===== src/rtl/instruction_sequencer.sv =====
// instruction_sequencer: fetch/decode/sequence stage feeding a 4-bit ALU.
// Fetches {opcode, imm} bytes, drives ALU opcode/operands for ALU_LAT cycles,
// writes results back into a 4-bit accumulator and latches the ALU flags.
// LDI/JMP/JEQ/HLT and NOPs are handled locally in a single EXEC cycle.
//
// Ports:
//   clk, reset (async, active-low)
//   fetch_req / pc_out           - instruction request and current PC
//   instr_in / instr_valid       - instruction word and its valid strobe
//   step (SINGLE_STEP_EN only)   - FETCH also waits for step=1
//   alu_opcode/alu_a/alu_b       - ALU operation and operands (NOP outside EXEC/WB)
//   alu_result / alu_flag        - ALU outputs, consumed in WB
//   acc_out / flag_out / halted  - architectural state
//
// Build option: define SINGLE_STEP_EN to add the step input.

module instruction_sequencer #(
    parameter int unsigned PC_W     = 4,
    parameter int unsigned ALU_LAT  = 2,
    parameter int unsigned RESET_PC = 0
) (
    input  logic            clk,
    input  logic            reset,
    output logic            fetch_req,
    output logic [PC_W-1:0] pc_out,
    input  logic [7:0]      instr_in,
    input  logic            instr_valid,
`ifdef SINGLE_STEP_EN
    input  logic            step,
`endif
    output logic [3:0]      alu_opcode,
    output logic [3:0]      alu_a,
    output logic [3:0]      alu_b,
    input  logic [3:0]      alu_result,
    input  logic [4:0]      alu_flag,
    output logic [3:0]      acc_out,
    output logic [4:0]      flag_out,
    output logic            halted
);

    localparam int unsigned CNT_W = (ALU_LAT > 1) ? $clog2(ALU_LAT) : 1;
    localparam logic [CNT_W-1:0] CNT_LAST = CNT_W'(ALU_LAT - 1);

    localparam logic [3:0] OP_CMP = 4'h6;
    localparam logic [3:0] OP_LDI = 4'h7;
    localparam logic [3:0] OP_JMP = 4'h8;
    localparam logic [3:0] OP_JEQ = 4'h9;
    localparam logic [3:0] OP_HLT = 4'hF;

    typedef enum logic [1:0] {
        FETCH = 2'd0,
        EXEC  = 2'd1,
        WB    = 2'd2,
        HALT  = 2'd3
    } state_t;

    state_t            state, state_n;
    logic [PC_W-1:0]   pc, pc_n;
    logic [3:0]        acc, acc_n;
    logic [4:0]        flag_q, flag_n;
    logic [7:0]        ir, ir_n;
    logic [CNT_W-1:0]  cnt, cnt_n;
    logic              fetch_req_n, halted_n, alu_active;
    logic [3:0]        alu_opcode_n, alu_b_n;
    logic              fetch_go;

    // Opcodes 1..6 are executed by the external ALU.
    function automatic logic is_alu(input logic [3:0] op);
        return (op >= 4'h1) && (op <= 4'h6);
    endfunction

`ifdef SINGLE_STEP_EN
    assign fetch_go = instr_valid & step;
`else
    assign fetch_go = instr_valid;
`endif

    // Next-state, datapath updates and next values of the registered outputs.
    always_comb begin
        state_n = state;
        pc_n    = pc;
        acc_n   = acc;
        flag_n  = flag_q;
        ir_n    = ir;
        cnt_n   = cnt;
        case (state)
            FETCH: begin
                if (fetch_go) begin
                    ir_n    = instr_in;
                    pc_n    = pc + PC_W'(1);
                    cnt_n   = '0;
                    state_n = EXEC;
                end
            end
            EXEC: begin
                if (is_alu(ir[7:4])) begin
                    // Hold the ALU inputs for ALU_LAT cycles before writeback.
                    if (cnt == CNT_LAST) begin
                        cnt_n   = '0;
                        state_n = WB;
                    end else begin
                        cnt_n = cnt + CNT_W'(1);
                    end
                end else begin
                    state_n = FETCH;
                    case (ir[7:4])
                        OP_LDI: acc_n = ir[3:0];
                        OP_JMP: pc_n  = PC_W'(ir[3:0]);
                        OP_JEQ: if (flag_q[2]) pc_n = PC_W'(ir[3:0]);
                        OP_HLT: state_n = HALT;
                        default: ;
                    endcase
                end
            end
            WB: begin
                flag_n = alu_flag;
                if (ir[7:4] != OP_CMP) acc_n = alu_result;
                state_n = FETCH;
            end
            HALT: ;
            default: state_n = FETCH;
        endcase

        fetch_req_n  = (state_n == FETCH);
        halted_n     = (state_n == HALT);
        alu_active   = ((state_n == EXEC) || (state_n == WB)) && is_alu(ir_n[7:4]);
        alu_opcode_n = alu_active ? ir_n[7:4] : 4'h0;
        alu_b_n      = alu_active ? ir_n[3:0] : 4'h0;
    end

    // State and output registers.
    always_ff @(posedge clk or negedge reset) begin
        if (!reset) begin
            state      <= FETCH;
            pc         <= PC_W'(RESET_PC);
            acc        <= 4'h0;
            flag_q     <= 5'h0;
            ir         <= 8'h0;
            cnt        <= '0;
            fetch_req  <= 1'b1;
            halted     <= 1'b0;
            alu_opcode <= 4'h0;
            alu_b      <= 4'h0;
        end else begin
            state      <= state_n;
            pc         <= pc_n;
            acc        <= acc_n;
            flag_q     <= flag_n;
            ir         <= ir_n;
            cnt        <= cnt_n;
            fetch_req  <= fetch_req_n;
            halted     <= halted_n;
            alu_opcode <= alu_opcode_n;
            alu_b      <= alu_b_n;
        end
    end

    assign pc_out   = pc;
    assign acc_out  = acc;
    assign alu_a    = acc;
    assign flag_out = flag_q;

endmodule


===== config.mk =====
export PLATFORM = sky130hd
export DESIGN_NAME = instruction_sequencer
export DESIGN_NICKNAME = d
export VERILOG_FILES = /design/src/rtl/instruction_sequencer.sv
export SDC_FILE = /design/constraint.sdc
export NUM_CORES = 1
export LEC_CHECK = 0
export ABC_AREA = 1
export BUFFER_PORTS_ARGS = -buffer_cell sky130_fd_sc_hd__buf_4
export CORE_ASPECT_RATIO = 1.4
export CORE_MARGIN = 5
export CORE_UTILIZATION = 55
export DETAILED_ROUTE_END_ITERATION = 8
export PLACE_DENSITY = 0.84
export SYNTH_ARGS = -nofsm -noshare
export SYNTH_HDL_FRONTEND = slang
export SYNTH_SLANG_ARGS = --single-unit

===== constraint.sdc =====
create_clock -name clk -period 5.1 [get_ports clk]
set_clock_uncertainty 0.2 [all_clocks]
set_input_delay 1.02 -clock clk [delete_from_list [all_inputs] [get_ports clk]]
set_output_delay 1.02 -clock clk [all_outputs]
set_load 0.02 [all_outputs]

==> impl_metrics.env <==
export IMPL_status="complete, no violations"
export IMPL_p_leak_uw=0.00118
export IMPL_via_per_inst=4.93
export IMPL_diodes=0
export IMPL_cp_max_fo=18
export IMPL_grt_start_max_net_pins=35
export IMPL_r2r_start="state[1]$_DFF_PN0_"
export IMPL_slew_viol_final=0
export IMPL_fp_dieW_um=56.6
export IMPL_globalplace_congestion=0.790
export IMPL_cp_start_kind="primary input"
export IMPL_io_pins=47
export IMPL_post_dp_cell_area_um2=2020
export IMPL_finalHoldViolCount=0
export IMPL_antenna_found_initial=0
export IMPL_synth_seq_cells=34
export IMPL_cts_max_path_buffers=2
export IMPL_power_frac_clock_pct=16.0
export IMPL_crit_type="primary input to flip-flop"
export IMPL_track_usage_pct=18.1
export IMPL_multiInputGateArea_um2=676
export IMPL_switchingPower_uw=658
export IMPL_clk_latency_ns=0.29
export IMPL_ys_seq_area_share_pct=50.9
export IMPL_worst_ep_arrival_time_ns=2.26
export IMPL_final_antenna_net_count=0
export IMPL_cp_top_family="simple AND/OR/NAND/NOR gates"
export IMPL_syn_inst=194
export IMPL_clock_sinks=34
export IMPL_setup_viol=0
export IMPL_cpPeakStageDelay_ns=0.21
export IMPL_hold_buffers=0
export IMPL_relSlewSlack_pct=65.6
export IMPL_cts_setup_buffers=0
export IMPL_synth_area_leaders="dfrtp_1 (49%), nand2_1 (13%), nand3_1 (5.4%), inv_1 (5.2%), o21ai_1 (3.0%)"
export IMPL_syn2layout_area_growth_pct=27.1
export IMPL_dp_hpwl_mm=2.67
export IMPL_min_to="flag_out[3]$_DFFE_PN0P_"
export IMPL_root_buffer="clkbuf_8"
export IMPL_power_per_cell_area_nw_per_um2=704
export IMPL_core_area_um2=2910
export IMPL_synth_top_area_share_pct=49.4
export IMPL_drt_total_wl_mm=3.43
export IMPL_synth_avg_cell_area_um2=8.62
export IMPL_seqCellArea_um2=852
export IMPL_ir_worst_vdd_uv=431
export IMPL_synth_largest_area_cell="dfrtp_1"
export IMPL_layout_filler_cells=238
export IMPL_grt_first_pass_wirelength_mm=5.84
export IMPL_crit_path_start="instr_valid"
export IMPL_switching_share_pct=44.0
export IMPL_portBuffers=46
export IMPL_worstHoldPathType="flip-flop to flip-flop"
export IMPL_drt_pass1_iterations=4
export IMPL_reg2reg_to="alu_b[2]$_DFF_PN0_"
export IMPL_crit_cells=11
export IMPL_finalInstanceArea_um2=2130
export IMPL_drt_iter0_markers=39
export IMPL_clk_pin_slew_ns=0.06
export IMPL_nets=263
export IMPL_cts_tree="done"
export IMPL_finish_utilization_pct=73.1
export IMPL_numCtsBuffers=5
export IMPL_cts_resized=0
export IMPL_end_kind="flip-flop"
export IMPL_synthArstFlopShare_pct=100
export IMPL_htreeDepth=2
export IMPL_drcViolationCount=0
export IMPL_overflow=0
export IMPL_hp_start="flag_out[3]$_DFFE_PN0P_"
export IMPL_worst_pin_slew_ns=0.514
export IMPL_p_comb_share_pct=52.0
export IMPL_max_freq_mhz=436
export IMPL_seqPwrFrac_pct=32.0
export IMPL_finalPower_uw=1500
export IMPL_ys_warn_count=0
export IMPL_fin_setup_tns_ns=0
export IMPL_required_ns=5.07
export IMPL_synth_edff_count=0
export IMPL_cp_slowest_cell="ha_1"
export IMPL_grt_pass1_vias=1323
export IMPL_rsz0062_at_grt="no"
export IMPL_fin_crit_sh_pct=45.0
export IMPL_vias=1370
export IMPL_hold_depth=2
export IMPL_synthFlopType="dfrtp_1"
export IMPL_crit_chain="buf_4, nand2_4, inv_2, a21oi_1, nand2_1, inv_1, ha_1, inv_1, nor2_8, nand3_4, nor2_2"
export IMPL_p_int_uw=838
export IMPL_min_period_ns=2.29
export IMPL_start_util_pct=57.6
export IMPL_path_buf_inv=4
export IMPL_wire_per_inst_um=12.3
export IMPL_die_area_um2=4260
export IMPL_worst_r2r_cell_count=11
export IMPL_syn_area_um2=1670
export IMPL_synth_nets=217
export IMPL_fp_dieH_um=75.3
export IMPL_r2r_setup_slack_ns=2.93
export IMPL_path_common_cell="inv_1"
export IMPL_cap_violations=0
export IMPL_yosysUniqueCellTypes=29
export IMPL_placementRows=23
export IMPL_drive_gt1_share_pct=30.3
## worst min-delay path: stages (launching register included)
cell and delay [ns]:
dfrtp_1 0.34, nand2_1 0.05, nand2_1 0.06
## per-layer routing
metal | track usage (%) | wire (µm) | vias to the layer above
met5 | 0 | 0 | -
met4 | 7.92 | 52 | 0
met3 | 4.29 | 209 | 4
met2 | 34.3 | 1890 | 35
met1 | 18.9 | 1270 | 629
li1 | - | - | 702
## metrics by stage
step | cells | hold WS, ns | setup slack [ns]
after floorplan | 194 | 0.276 | 2.67
after global placement | 270 | 0.265 | 2.54
after detailed placement | 270 | 0.275 | 2.50
after CTS | 278 | 0.290 | 2.80
after global routing | 278 | 0.310 | 2.66
final | 278 | 0.283 | 2.81
## cells by family (layout without fill, tap and decap cells)
kind of cell / Yosys count / after routing / share of synthesized area, %
other: 1 / 1 / 0.224
AOI/OAI and AO/OA: 22 / 22 / 7.55
adders and majority gates: 3 / 3 / 2.24
DFF: 34 / 34 / 50.9
buffers and inverters: 33 / 80 / 8.68
and+or+nand+nor: 99 / 99 / 29.2
muxes: 1 / 1 / 0.598
xor gates and xnor gates: 1 / 1 / 0.524
## cells in the final DEF (no fill, tap or decap), drive strengths merged, types with 3 or more instances in the layout
cell type,count
buf,46
clkbuf,5
dfrtp,33
ha,3
inv,26
nand2,64
nand3,19
nand4,3
nor2,8
o211ai,5
o21ai,16
or2,3
## how the worst max path moves through the flow
| stage | slack, ns | to |
|---|---|---|
| floorplan | 2.67 | alu_b[0]$_DFF_PN0_ |
| global placement | 2.54 | alu_b[2]$_DFF_PN0_ |
| detailed placement | 2.50 | alu_b[2]$_DFF_PN0_ |
| CTS | 2.80 | alu_b[2]$_DFF_PN0_ |
| global route | 2.66 | alu_b[2]$_DFF_PN0_ |
| finish | 2.81 | alu_b[2]$_DFF_PN0_ |
## Yosys cell counts, drive strengths merged (3+ instances only)
library cell,n
o21ai,16
or2,3
dfrtp,33
nand3,19
buf,7
nor2,8
ha,3
nand2,64
nand4,3
o211ai,5
inv,26
## state kept, by name (all words and copies together) (netlist names)
signal	flops
acc_out	4
alu_opcode	4
state	2
flag_out	5
halted	1
fetch_req	1
alu_b	4
pc_out	4
cnt	1
ir	8
## layout make-up
cell class / count / share of cell area (%)
sequential: 34 / 40.1
timing repair buffer: 46 / 16.2
clock inverter: 3 / 1.88
multi-input combinational: 127 / 31.8
tap: 37 / 2.18
clock buffer: 5 / 3.24
inverter: 26 / 4.59
## power groups by stage
| stage | logic [µW] | registers [µW] | clock network (µW) |
|---|---|---|---|
| final | 778 | 479 | 239 |
| after global routing | 864 | 496 | 256 |
| after CTS | 791 | 479 | 244 |
| after detailed placement | 788 | 484 | 0 |
| after global placement | 770 | 481 | 0 |
| after floorplan | 467 | 568 | 0 |
Note: power is estimated with default switching activity, not from simulation.
